<file path="config.mk">
export PLATFORM = sky130hd
export DESIGN_NAME = b13_rx
export DESIGN_NICKNAME = d
export VERILOG_FILES = /design/src/rtl/b13_rx.sv
export SDC_FILE = /design/constraint.sdc
export NUM_CORES = 1
export LEC_CHECK = 0
export CORE_MARGIN = 1.5
export CORE_UTILIZATION = 31
export CTS_BUF_LIST = sky130_fd_sc_hd__clkbuf_4
export DETAILED_ROUTE_END_ITERATION = 10
export PLACE_DENSITY_LB_ADDON = 0.3
export SLEW_MARGIN = 30
export SYNTH_ARGS = -nofsm -noshare
export SYNTH_HDL_FRONTEND = slang
export SYNTH_SLANG_ARGS = --single-unit
</file>
<file path="constraint.sdc">
create_clock -name clock -period 3.1 [get_ports clock]
set_input_delay 0.31 -clock clock [delete_from_list [all_inputs] [get_ports clock]]
set_output_delay 0.31 -clock clock [all_outputs]
set_load 0.01 [all_outputs]
</file>
<file path="src/rtl/b13_rx.sv">
// b13_rx: 8N1 serial receiver, MSB-first data, single-byte holding register
// with sticky framing and overrun flags.
// Optional build macro: B13_RX_MAJORITY_EN selects 3-sample majority voting
// for every bit decision; sample timing is identical in both builds.
module b13_rx #(
    parameter int unsigned BIT_PERIOD  = 106,
    parameter int unsigned HALF_PERIOD = BIT_PERIOD / 2
) (
    input  logic       clock,
    input  logic       reset,
    input  logic       serial_in,
    input  logic       rd_ack,
    output logic [7:0] data_out,
    output logic       data_valid,
    output logic       dsr,
    output logic       frame_err,
    output logic       overrun_err,
    output logic       busy
);

    typedef enum logic [2:0] {
        R_IDLE,
        R_START,
        R_DATA,
        R_STOP,
        R_BREAK
    } state_t;

    localparam logic [15:0] HALF_LAST = 16'(HALF_PERIOD - 1);
    localparam logic [15:0] BIT_LAST  = 16'(BIT_PERIOD - 1);

    state_t      state;
    state_t      state_next;
    logic [15:0] cnt;
    logic [2:0]  bit_idx;
    logic [7:0]  shift_reg;
    logic        sync_q;
    logic        rx;
    logic [1:0]  prime_q;
    logic        armed;
    logic        bit_val;
    logic        at_half;
    logic        at_bit;
    logic        shift_en;
    logic        deliver_set;
    logic        deliver_q;
    logic        frame_set;
    logic        ack_take;

    // Two-flop synchronizer for the asynchronous line; idles high out of reset
    always_ff @(posedge clock or negedge reset) begin
        if (!reset) begin
            sync_q <= 1'b1;
            rx     <= 1'b1;
        end else begin
            sync_q <= serial_in;
            rx     <= sync_q;
        end
    end

    // The synchronizer's reset value is not a real line sample, so start
    // detection stays disarmed until a genuine idle-high has been seen.
    always_ff @(posedge clock or negedge reset) begin
        if (!reset) begin
            prime_q <= '0;
            armed   <= 1'b0;
        end else begin
            prime_q <= {prime_q[0], 1'b1};
            if (prime_q[1] && rx)
                armed <= 1'b1;
        end
    end

`ifdef B13_RX_MAJORITY_EN
    logic rx_d1;
    logic rx_d2;

    // Two-deep history of rx for the three-sample vote ending at the sample point
    always_ff @(posedge clock or negedge reset) begin
        if (!reset) begin
            rx_d1 <= 1'b1;
            rx_d2 <= 1'b1;
        end else begin
            rx_d1 <= rx;
            rx_d2 <= rx_d1;
        end
    end

    assign bit_val = (rx & rx_d1) | (rx & rx_d2) | (rx_d1 & rx_d2);
`else
    assign bit_val = rx;
`endif

    // Next-state and per-cycle event decode
    always_comb begin
        state_next  = state;
        at_half     = (cnt == HALF_LAST);
        at_bit      = (cnt == BIT_LAST);
        shift_en    = 1'b0;
        deliver_set = 1'b0;
        frame_set   = 1'b0;
        case (state)
            R_IDLE: begin
                if (armed && !rx)
                    state_next = R_START;
            end
            R_START: begin
                if (at_half)
                    state_next = bit_val ? R_IDLE : R_DATA;
            end
            R_DATA: begin
                if (at_bit) begin
                    shift_en = 1'b1;
                    if (bit_idx == 3'd7)
                        state_next = R_STOP;
                end
            end
            R_STOP: begin
                if (at_bit) begin
                    if (bit_val) begin
                        deliver_set = 1'b1;
                        state_next  = R_IDLE;
                    end else begin
                        frame_set  = 1'b1;
                        state_next = R_BREAK;
                    end
                end
            end
            R_BREAK: begin
                if (rx)
                    state_next = R_IDLE;
            end
            default: state_next = R_IDLE;
        endcase
    end

    // State register, bit-period counter, bit index and data shift register
    always_ff @(posedge clock or negedge reset) begin
        if (!reset) begin
            state     <= R_IDLE;
            cnt       <= '0;
            bit_idx   <= '0;
            shift_reg <= '0;
            deliver_q <= 1'b0;
        end else begin
            state     <= state_next;
            deliver_q <= deliver_set;
            if (state_next != state || shift_en)
                cnt <= '0;
            else if (state inside {R_START, R_DATA, R_STOP})
                cnt <= cnt + 16'd1;
            if (state != R_DATA)
                bit_idx <= '0;
            else if (shift_en)
                bit_idx <= bit_idx + 3'd1;
            if (shift_en)
                shift_reg <= {shift_reg[6:0], bit_val};
        end
    end

    assign ack_take = rd_ack & data_valid;

    // Holding register, consumer handshake and sticky error flags.
    // A delivery coinciding with an accepted rd_ack replaces the byte and
    // counts as a read of the old one, so errors clear rather than overrun.
    always_ff @(posedge clock or negedge reset) begin
        if (!reset) begin
            data_out    <= '0;
            data_valid  <= 1'b0;
            dsr         <= 1'b0;
            frame_err   <= 1'b0;
            overrun_err <= 1'b0;
        end else begin
            dsr <= ~data_valid;
            if (deliver_q) begin
                if (data_valid && !rd_ack) begin
                    overrun_err <= 1'b1;
                end else begin
                    data_out   <= shift_reg;
                    data_valid <= 1'b1;
                    if (ack_take) begin
                        overrun_err <= 1'b0;
                        frame_err   <= 1'b0;
                    end
                end
            end else if (ack_take) begin
                data_valid  <= 1'b0;
                overrun_err <= 1'b0;
                frame_err   <= 1'b0;
            end
            if (frame_set)
                frame_err <= 1'b1;
        end
    end

    assign busy = (state != R_IDLE);

endmodule

</file>
==> results of run 1 <==
## layer usage
layer / up-vias / share of wire [%]
met2: 25 / 46
met3: 5 / 4.2
met1: 736 / 49
met4: 0 / 0.87
met5: - / 0
li1: 727 / -
## cells by family (layout without fill, tap and decap cells)
group           count (synthesis)  count (layout)
compound gates                 28              28
flops                          48              48
other cells                     1               1
xor+xnor                       16              16
buf+inv                        15              34
mux                            18              18
fa+ha+maj                       5               5
simple gates                   65              65
## path summary, 6_finish.rpt
check                           startpoint    endpoint  cells past startpoint
worst max-delay path                cnt[1]      cnt[3]                      7
worst min-delay path             serial_in      sync_q                      1
worst max register to register      cnt[1]      cnt[3]                      7
worst min register to register  prime_q[0]  prime_q[1]                      0
max in group asynchronous            reset      cnt[1]                      2
min in group asynchronous            reset  bit_idx[2]                      2
## synth_stat cells, types with 2 or more instances
master,number
a211oi_1,6
ha_1,5
xnor2_1,11
or3b_2,2
nand2b_1,3
xor2_1,5
nand4_1,5
nor2_1,12
nand3_1,8
o21ai_0,3
and3_1,3
nand2_1,15
a211oi_2,10
a21oi_1,5
and4_1,3
clkbuf_1,3
mux2_2,16
nor3_1,3
dfstp_2,2
dfrtp_1,46
inv_1,6
buf_6,2
nor4bb_1,4
or3_1,2
buf_2,4
## worst max-delay path, delay by kind of cell (launching register included)
| kind | cells | cell delay, ns |
|---|---|---|
| compound gates | 1 | 0.33 |
| fa+ha+maj | 1 | 0.16 |
| buf+inv | 1 | 0.09 |
| flops | 1 | 0.44 |
| mux | 1 | 0.32 |
| simple gates | 3 | 1.23 |
## through the flow
| stage | instance area [um^2] | worst slack (ns) | power, mW | std cells | util, % |
|---|---|---|---|---|---|
| final | 2610 | 0.448 | 1.17 | 314 | 36.1 |
| after global routing | 2610 | 0.135 | 1.25 | 314 | 36.1 |
| after CTS | 2610 | 0.414 | 1.19 | 314 | 36.1 |
| after detailed placement | 2540 | 0.438 | 0.907 | 305 | 35.3 |
| after global placement | 2540 | 0.521 | 0.906 | 305 | 35.2 |
| after floorplan | 2290 | 0.723 | 0.846 | 196 | - |
## repair_timing
| item | CTS | global route |
|---|---|---|
| hold endpoints to repair | 46 | 0 |
| gates resized for setup | 0 | 0 |
| hold buffers | 1 | 0 |
## power groups by stage
stage / clock network (mW) / logic [mW] / registers [mW]
after global routing: 0.320 / 0.220 / 0.713
after global placement: 0 / 0.188 / 0.718
after floorplan: 0 / 0.139 / 0.707
after CTS: 0.294 / 0.192 / 0.706
final: 0.278 / 0.189 / 0.706
after detailed placement: 0 / 0.188 / 0.718
## area by class of cell
cell class                 count  area share (%)
inverter                       6           0.864
multi-input combinational    133            38.9
tap                           99            4.75
sequential                    48            46.2
clock buffer                   6            1.73
timing repair buffer          20            7.29
clock inverter                 2           0.288
==> out/summary.json, run 1 <==
{
  "timing.setup.critical_path_class": "flip-flop to flip-flop",
  "finalHoldWorstSlack_ns": 0.346,
  "core.rowCount": 31,
  "insertion_delay_of_the_later_clocked_pin_in_the_worst_skew_pair_ns": 0.35,
  "unrepaired_setup_endpoints_after_global_routing": "false",
  "detailed_router_iteration_count_before_antenna_repair": 4,
  "synth.mux.area_fraction_pct": 8.94,
  "clock-root-buffer": "clkbuf_4",
  "post_drt_via_cell_ratio": 4.75,
  "met1_usage_pct": 15.0,
  "dominantRegCellSynth": "dfrtp_1",
  "cap_viol_max_count": 0,
  "vdd_drop_max_mv": 0.176,
  "yosysWarnings": 0,
  "multi_input_comb_area_um2": 1010,
  "post_synth_simple_gate_area_pct": 15.8,
  "final_nets": 223,
  "globalRoute.totalOverflow": 0,
  "wire_per_inst_um": 12.4,
  "mostFrequentLayoutCell": "dfrtp_1",
  "cp.required_ns": 3.37,
  "maximum_number_of_pins_on_one_net_before_global_route_repair": 49,
  "mostFrequentLayoutCells": "46 x dfrtp_1, 16 x mux2_2, 15 x nand2_1, 15 x clkdlybuf4s50_1, 12 x nor2_1",
  "cell_type_of_the_slowest_stage_on_the_worst_timing_path": "or3_1",
  "power.share.combinational_pct": 16.1,
  "clock_tree.buffer_depth": 2,
  "syn-mean-instance-area_um2": 11.7,
  "placeableCoreArea_um2": 7210,
  "start_util_pct": 31.8,
  "synth_top_family_by_area": "simple AND/OR/NAND/NOR gates",
  "postRouteWirelength_mm": 3.90,
  "timing.fmax_ghz": 0.377,
  "antenna_found_initial": 0,
  "numCtsBuffers": 5,
  "final_max_slew_viol_count": 0,
  "cts.sink_count": 48,
  "grt_use_met3_pct": 3.05,
  "ff_latch_area_um2": 1200,
  "synth_adder_area_share_pct": 2.73,
  "reg2reg_setup_slack_ns": 0.45,
  "fill_cells": 759,
  "post_route_cells_drive_above_1_share_pct": 21.4,
  "timing.final.crit_share_pct": 85.5,
  "synthCells": 196,
  "power.switching_fraction_pct": 28.7,
  "clkSlewWorstSetupHoldPaths_ns": 0.13,
  "gp_congestion": 0.747,
  "synth_compound_gate_area_share_pct": 10.5,
  "outcome": "completed",
  "synthArstFlopShare_pct": 100,
  "global_route_wire_length_before_repair_mm": 7.09,
  "setup_viol": 0,
  "mappedNetlistNets": 205,
  "synthesis.area_um2": 2290,
  "antenna_violating_nets_remaining": 0,
  "netSwitchingPower_uw": 337,
  "p_clk_share_pct": 23.7,
  "p_int_uw": 837,
  "final.setup.tns_ns": 0,
  "synth_top_area_share_pct": 50.2,
  "cts_setup_buffers": 0,
  "cellPowerDensity_nw_per_um2": 450,
  "grt_busiest_layer": "met2",
  "grtUsageMet2_pct": 18.7,
  "chipWidth_um": 89.0,
  "post_synth_num_cell_types": 37,
  "post_synth_main_area_contributors": "dfrtp_1 50%, mux2_2 7.9%, a211oi_2 5.5%, xnor2_1 4.2%, ha_1 2.7%",
  "floorplan.die_area_um2": 7930,
  "synth-edff-count": 0,
  "worstPathMaxFanout": 16,
  "worst_hold_path_type": "primary input to flip-flop",
  "register_bit_count_reported_by_yosys": 48,
  "clock_skew_ns": 0.0125,
  "dp_hpwl_mm": 2.63,
  "crit_arrival_ns": 2.92,
  "synth_xor_area_share_pct": 6.11,
  "number_of_port_buffers": 16,
  "worst_setup_path_end_kind": "flip-flop",
  "synth.yosys.seq_area_share_pct": 52.5,
  "htree_levels": 2,
  "gr-usage-all-layers_pct": 11.4,
  "worst-slew-pin-transition_ns": 0.734,
  "slew-limit-headroom_pct": 51.1,
  "critPathLaunchType": "flip-flop",
  "synth_top_cell_by_area": "dfrtp_1",
  "drc": 0,
  "clock_tree_from_tritoncts": "yes",
  "min_period_ns": 2.65,
  "pin_count": 17,
  "synthToLayoutAreaGrowth_pct": 13.6,
  "insertedDiodeCount": 0,
  "drt-initial-drc-count": 40,
  "route.vias.total": 1493,
  "die_height_um": 89.0,
  "slowest_stage_delay_on_critical_path_ns": 0.63,
  "final_hold_viol_count": 0,
  "largest_reg_flops": 16,
  "first_global_vias": 1545,
  "p_leak_nw": 1.09,
  "power_frac_seq_pct": 60.2,
  "cp_cell_sequence": "inv_1 -> ha_1 -> nor4bb_1 -> and4_4 -> mux2_4 -> or3_1 -> a211oi_1"
}
Power figures use the tool's default switching activity.
==> run 2: changes to the inputs <==
SETUP_SLACK_MARGIN = 0.5   (was unset)
==> run 2 against run 1 <==
Against the previous run: die area did not move; count of clock-buffer cells in the layout stayed put; wire length is essentially flat; clock power is essentially flat; register-to-register slack improved by 0.26 ns; cell count stayed put; critical path depth unchanged; power grew 0.11%.
==> out/summary.json, run 2 (synthesis gave the netlist of run 1 again) <==
{
  "final_hold_viol_count": {"value": 0, "change": "unchanged"},
  "antenna_found_initial": {"value": 0, "change": "unchanged"},
  "unrepaired_setup_endpoints_after_global_routing": "true",
  "vdd_drop_max": {"value": 0.177, "unit": "mV", "change": "+0.48%"},
  "route.vias.total": {"value": 1490, "change": "-0.20%"},
  "numCtsBuffers": {"value": 5, "change": "unchanged"},
  "stdcell_count": {"value": 314, "change": "unchanged"},
  "finalHoldWorstSlack": {"value": 0.346, "unit": "ns", "change": "+0.000531 ns"},
  "outcome": "completed",
  "cap_viol_max_count": {"value": 0, "change": "unchanged"},
  "worst-slew-pin-transition": {"value": 0.603, "unit": "ns", "change": "-0.131 ns"},
  "timing.fmax": {"value": 0.417, "unit": "GHz", "change": "+11%"},
  "cell_type_of_the_slowest_stage_on_the_worst_timing_path": "or3_4",
  "chipWidth": {"value": 89.0, "unit": "um", "change": "unchanged"},
  "synthToLayoutAreaGrowth_pct": 14.1,
  "drc": {"value": 0, "change": "unchanged"},
  "cts_setup_buffers": {"value": 0, "change": "unchanged"},
  "gr-usage-all-layers": {"value": 11.4, "unit": "%", "change": "unchanged"},
  "detailed_router_iteration_count_before_antenna_repair": {"value": 4, "change": "unchanged"},
  "dp.cells": {"value": 305, "change": "unchanged"},
  "critical_path.reg2reg.endpoint": "cnt[3]",
  "crit_buf_inv": {"value": 1, "change": "unchanged"},
  "holdPathStages": {"value": 1, "change": "unchanged"},
  "logic_depth_of_the_worst_register_to_register_path": {"value": 7, "change": "unchanged"},
  "insertion_delay_of_the_later_clocked_pin_in_the_worst_skew_pair": {"value": 0.35, "unit": "ns", "change": "about the same"},
  "globalRoute.totalOverflow": {"value": 0, "change": "unchanged"},
  "worstPathMaxFanout": {"value": 16, "change": "unchanged"},
  "setup_viol": {"value": 0, "change": "unchanged"},
  "htree_levels": {"value": 2, "change": "unchanged"},
  "slew-limit-headroom": {"value": 59.8, "unit": "%", "change": "+8.8 points"},
  "clock-root-buffer": "clkbuf_4",
  "post_drt_via_cell_ratio": {"value": 4.75, "change": "-0.20%"},
  "post_route_cells_drive_above_1_share": {"value": 22.3, "unit": "%", "change": "+0.93 points"},
  "global_route_wire_length_before_repair": {"value": 7.09, "unit": "mm", "change": "unchanged"},
  "maximum_number_of_pins_on_one_net_before_global_route_repair": {"value": 49, "change": "unchanged"},
  "postRouteWirelength": {"value": 3.90, "unit": "mm", "change": "about the same"},
  "dp_hpwl": {"value": 2.63, "unit": "mm", "change": "unchanged"},
  "crit_arrival": {"value": 2.67, "unit": "ns", "change": "-0.25 ns"},
  "largest_reg_flops": {"value": 16, "change": "unchanged"},
  "pin_count": {"value": 17, "change": "unchanged"},
  "number_of_port_buffers": {"value": 16, "change": "unchanged"},
  "min_period": {"value": 2.40, "unit": "ns", "change": "-0.255 ns"},
  "timing.final.crit_share": {"value": 77.3, "unit": "%", "change": "-8.2 points"},
  "wire_per_inst": {"value": 12.4, "unit": "um", "change": "about the same"},
  "timing.setup.critical_path_class": "flip-flop to flip-flop",
  "whs_endpoint": "sync_q",
  "worst_hold_path_type": "primary input to flip-flop",
  "start_util": {"value": 31.8, "unit": "%", "change": "unchanged"},
  "clock_tree.buffer_depth": {"value": 2, "change": "unchanged"},
  "hold_path_startpoint": "serial_in",
  "final.setup.tns": {"value": 0, "unit": "ns", "change": "unchanged"},
  "clkSlewWorstSetupHoldPaths": {"value": 0.13, "unit": "ns", "change": "about the same"},
  "gp_congestion": {"value": 0.747, "change": "unchanged"},
  "rr_startpoint": "cnt[1]",
  "clock_tree_from_tritoncts": "yes",
  "path_delay_family": "simple AND/OR/NAND/NOR gates",
  "first_global_vias": {"value": 1545, "change": "unchanged"},
  "mostFrequentLayoutCells": "46 x dfrtp_1, 16 x mux2_2, 15 x nand2_1, 15 x clkdlybuf4s50_1, 12 x nor2_1",
  "mostFrequentLayoutCell": "dfrtp_1",
  "cp_cell_sequence": "inv_1 -> ha_1 -> nor4bb_2 -> and4_4 -> mux2_4 -> or3_4 -> a211oi_1",
  "core.rowCount": {"value": 31, "change": "unchanged"},
  "final_max_slew_viol_count": {"value": 0, "change": "unchanged"},
  "p_leak": {"value": 1.09, "unit": "nW", "change": "+0.19%"},
  "antenna_violating_nets_remaining": {"value": 0, "change": "unchanged"},
  "die_height": {"value": 89.0, "unit": "um", "change": "unchanged"},
  "floorplan.die_area": {"value": 7930, "unit": "um^2", "change": "unchanged"},
  "drt-initial-drc-count": {"value": 39, "change": "-2.5%"},
  "reg2reg_setup_slack": {"value": 0.70, "unit": "ns", "change": "+0.26 ns"},
  "cts.sink_count": {"value": 48, "change": "unchanged"},
  "placeableCoreArea": {"value": 7210, "unit": "um^2", "change": "unchanged"},
  "worst_setup_path_end_kind": "flip-flop",
  "critPathLaunchType": "flip-flop",
  "cp.required": {"value": 3.37, "unit": "ns", "change": "about the same"},
  "fill_cells": {"value": 758, "change": "-0.13%"},
  "insertedDiodeCount": {"value": 0, "change": "unchanged"},
  "final_nets": {"value": 223, "change": "unchanged"},
  "clock_skew": {"value": 0.0126, "unit": "ns", "change": "+0.000113 ns"},
  "cellPowerDensity": {"value": 449, "unit": "nW/um^2", "change": "-0.32%"},
  "slowest_stage_delay_on_critical_path": {"value": 0.46, "unit": "ns", "change": "-0.17 ns"}
}
[run 2: worst max path at each step]
stage                     slack [ns]  startpoint  depth (start not counted)       to
final                           0.70      cnt[1]                          7   cnt[3]
after global routing            0.46      cnt[1]                          7   cnt[2]
after CTS                       0.66      cnt[1]                          7   cnt[0]
after detailed placement        0.44      cnt[1]                          7  cnt[15]
after global placement          0.52      cnt[1]                          7   cnt[3]
after floorplan                 0.72      cnt[1]                         10  cnt[10]
[run 2: cell type report]
type                       instances  area, um^2  area share, %
clock buffer                       6        45.0           1.72
clock inverter                     2        7.51          0.287
inverter                           6        22.5          0.860
multi-input combinational        133        1030           39.2
sequential                        48        1200           46.0
tap                               99         124           4.73
timing repair buffer              20         190           7.26
[run 2: routing by layer]
layer	track usage (%)	routed length, um	vias up
met5	0	0	-
met4	2.94	34	0
met3	3.05	154	5
met2	18.7	1780	23
met1	15.0	1930	734
li1	-	-	728
[run 2: through the flow]
step	area [um^2]	utilization, %	setup slack, ns	total power, mW
after floorplan	2290	-	0.723	0.846
after detailed placement	2540	35.3	0.438	0.907
after CTS	2610	36.2	0.663	1.19
after global placement	2540	35.2	0.521	0.906
after global routing	2620	36.3	0.461	1.25
final	2620	36.3	0.704	1.18
[run 2: what timing repair did]
action                                  4_1_cts  5_1_grt
hold buffers                                  1        0
endpoints found under the setup margin       16        7
gates cloned                                  0        0
resized for setup                             2        1
endpoints found under the hold margin        46        0
[run 2: where the power goes]
| part | total, mW | internal (mW) | switching [mW] |
|---|---|---|---|
| Clock | 0.278 | 0.0932 | 0.185 |
| Combinational | 0.191 | 0.0855 | 0.105 |
| Sequential | 0.706 | 0.659 | 0.0469 |
| Total | 1.18 | 0.838 | 0.337 |
==> run 3: changes to the inputs <==
clock period = 2.2 ns   (was 3.1 ns; I/O delays follow)
==> run 3 against run 2 <==
Against the previous run: the flow now finishes with violations (negative setup slack); wire length grew 13%; critical path depth is the same; sequential power grew 37%; clock skew shrank 0.0042 ns; design area grew 15%; fmax grew 8.6%; first-iteration DRC count grew 54%; setup slack lost 0.71 ns; core utilization grew 5.6 points; highest routed layer unchanged.
==> out/summary.json, run 3 (synthesis gave the netlist of run 1 again) <==
{
  "critPathLaunchType": "flip-flop",
  "min_period": {"value": 2.21, "unit": "ns", "change": "-0.189 ns"},
  "placeableCoreArea": {"value": 7210, "unit": "um^2", "change": "unchanged"},
  "placedInstanceArea": {"value": 2800, "unit": "um^2", "change": "+10%"},
  "unrepaired_setup_endpoints_after_global_routing": "true",
  "logic_depth_of_the_worst_register_to_register_path": {"value": 7, "change": "unchanged"},
  "timing.setup.critical_path_class": "flip-flop to flip-flop",
  "cp.required": {"value": 2.48, "unit": "ns", "change": "-0.89 ns"},
  "start_util": {"value": 31.8, "unit": "%", "change": "unchanged"},
  "timing.final.crit_share": {"value": 100, "unit": "%", "change": "+23 points"},
  "detailed_router_iteration_count_before_antenna_repair": {"value": 4, "change": "unchanged"},
  "antenna_found_initial": {"value": 0, "change": "unchanged"},
  "chipWidth": {"value": 89.0, "unit": "um", "change": "unchanged"},
  "clock-root-buffer": "clkbuf_4",
  "cp_cell_sequence": "nor4_2 -> buf_4 -> and4_4 -> mux2_4 -> or3_4 -> buf_6 -> a211oi_2",
  "core.rowCount": {"value": 31, "change": "unchanged"},
  "maximum_number_of_pins_on_one_net_before_global_route_repair": {"value": 49, "change": "unchanged"},
  "whs_endpoint": "sync_q",
  "floorplan.die_area": {"value": 7930, "unit": "um^2", "change": "unchanged"},
  "post_route_cells_drive_above_1_share": {"value": 38.4, "unit": "%", "change": "+16 points"},
  "clock_skew": {"value": 0.00840, "unit": "ns", "change": "-0.00422 ns"},
  "startpoint": "cnt[14]",
  "crit_buf_inv": {"value": 2, "change": "+1"},
  "insertion_delay_of_the_later_clocked_pin_in_the_worst_skew_pair": {"value": 0.35, "unit": "ns", "change": "about the same"},
  "clkSlewWorstSetupHoldPaths": {"value": 0.14, "unit": "ns", "change": "about the same"},
  "gp_congestion": {"value": 0.742, "change": "-0.67%"},
  "number_of_port_buffers": {"value": 16, "change": "unchanged"},
  "clock_tree_from_tritoncts": "yes",
  "drt-initial-drc-count": {"value": 60, "change": "+54%"},
  "holdPathStages": {"value": 1, "change": "unchanged"},
  "cts.sink_count": {"value": 48, "change": "unchanged"},
  "antenna_violating_nets_remaining": {"value": 0, "change": "unchanged"},
  "cellPowerDensity": {"value": 669, "unit": "nW/um^2", "change": "+49%"},
  "mostFrequentLayoutCell": "dfrtp_1",
  "violations": "negative setup slack",
  "critical_path.reg2reg.endpoint": "cnt[8]",
  "timing.fmax": {"value": 0.453, "unit": "GHz", "change": "+8.6%"},
  "worst_setup_path_end_kind": "flip-flop",
  "first_global_vias": {"value": 1618, "change": "+4.7%"},
  "vdd_drop_max": {"value": 0.430, "unit": "mV", "change": "+140%"},
  "globalRoute.totalOverflow": {"value": 0, "change": "unchanged"},
  "cell_type_of_the_slowest_stage_on_the_worst_timing_path": "dfrtp_1",
  "post_drt_via_cell_ratio": {"value": 4.68, "change": "-1.4%"},
  "insertedDiodeCount": {"value": 0, "change": "unchanged"},
  "fill_cells": {"value": 707, "change": "-6.7%"},
  "route.vias.total": {"value": 1596, "change": "+7.1%"},
  "wire_per_inst": {"value": 12.9, "unit": "um", "change": "+3.7%"},
  "htree_levels": {"value": 2, "change": "unchanged"},
  "cap_viol_max_count": {"value": 0, "change": "unchanged"},
  "hold_path_startpoint": "serial_in",
  "global_route_wire_length_before_repair": {"value": 7.75, "unit": "mm", "change": "+9.3%"},
  "pre_cts_ws": {"value": -0.0635, "unit": "ns", "change": "-0.501 ns"},
  "final_max_slew_viol_count": {"value": 0, "change": "unchanged"},
  "p_leak": {"value": 1.28, "unit": "nW", "change": "+17%"},
  "slowest_stage_delay_on_critical_path": {"value": 0.42, "unit": "ns", "change": "-0.04 ns"},
  "worst_hold_path_type": "primary input to flip-flop",
  "numCtsBuffers": {"value": 5, "change": "unchanged"},
  "setup_viol": {"value": 2, "change": "+2"},
  "final_hold_viol_count": {"value": 0, "change": "unchanged"},
  "clock_tree.buffer_depth": {"value": 2, "change": "unchanged"},
  "drc": {"value": 0, "change": "unchanged"},
  "mostFrequentLayoutCells": "45 x dfrtp_1, 25 x buf_4, 16 x a211oi_2",
  "final_nets": {"value": 251, "change": "+13%"},
  "gr-usage-all-layers": {"value": 12.6, "unit": "%", "change": "+1.2 points"},
  "synthToLayoutAreaGrowth_pct": 31.7,
  "pin_count": {"value": 17, "change": "unchanged"},
  "die_height": {"value": 89.0, "unit": "um", "change": "unchanged"},
  "reg2reg_setup_slack": {"value": -0.007, "unit": "ns", "change": "-0.71 ns"},
  "dp_hpwl": {"value": 2.97, "unit": "mm", "change": "+13%"},
  "fin_util": {"value": 41.9, "unit": "%", "change": "+5.6 points"},
  "finish.instance_area": {"value": 3020, "unit": "um^2", "change": "+15%"},
  "path_delay_family": "simple AND/OR/NAND/NOR gates",
  "postRouteWirelength": {"value": 4.39, "unit": "mm", "change": "+13%"},
  "worstPathMaxFanout": {"value": 9, "change": "-7"},
  "largest_reg_flops": {"value": 16, "change": "unchanged"},
  "crit_arrival": {"value": 2.49, "unit": "ns", "change": "-0.18 ns"},
  "rr_startpoint": "cnt[14]",
  "slew-limit-headroom": {"value": 60.0, "unit": "%", "change": "+0.18 points"},
  "outcome": "finished, violations left",
  "worst-slew-pin-transition": {"value": 0.600, "unit": "ns", "change": "-0.00276 ns"},
  "final_critical_path_setup_slack": {"value": -0.00732, "unit": "ns", "change": "-0.711 ns"}
}
-- run 3: worst max-delay path by stage --
stage                     endpoint  slack [ns]  depth (start not counted)
after global placement     cnt[15]      -0.006                          7
after floorplan            cnt[10]       -0.11                         10
final                       cnt[8]      -0.007                          7
after CTS                   cnt[8]       -0.05                          7
after detailed placement   cnt[15]       -0.06                          7
after global routing        cnt[8]       -0.10                          8
-- run 3: repair_timing --
item,CTS,global route
buffers inserted,2,2
pin swaps,2,3
gates resized for setup,11,10
gates cloned,0,0
hold buffers,1,0
endpoints found under the hold margin,46,0
endpoints found under the setup margin,28,29
-- run 3: cell type report --
class,count,area (um^2),share of cell area (%)
Clock buffer,5,37.5,1.24
Clock inverter,2,60.1,1.99
Inverter,6,22.5,0.745
Multi-Input combinational cell,133,1130,37.6
Sequential cell,48,1200,39.9
Tap cell,99,124,4.10
Timing Repair Buffer,48,438,14.5
-- run 3: routing by layer --
layer,routed length (um),vias to the layer above,track usage [%]
met5,0,-,0
li1,-,785,-
met4,59,0,4.20
met3,116,7,3.05
met1,2160,782,16.9
met2,2050,22,20.2
-- run 3: report_power, final --
| group | total, mW | switching (mW) | internal [mW] |
|---|---|---|---|
| Sequential | 0.968 | 0.0389 | 0.929 |
| Clock | 0.621 | 0.273 | 0.348 |
| Combinational | 0.433 | 0.217 | 0.216 |
-- run 3: stage by stage --
| step | hold slack (ns) | setup TNS, ns | power [mW] | std cells |
|---|---|---|---|---|
| floorplan | -0.0756 | -1.12 | 1.20 | 196 |
| global placement | 0.332 | -0.00630 | 1.35 | 329 |
| detailed placement | 0.337 | -0.336 | 1.35 | 329 |
| CTS | 0.239 | -0.470 | 2.02 | 339 |
| global route | 0.221 | -1.49 | 2.15 | 341 |
| finish | 0.256 | -0.00947 | 2.02 | 341 |
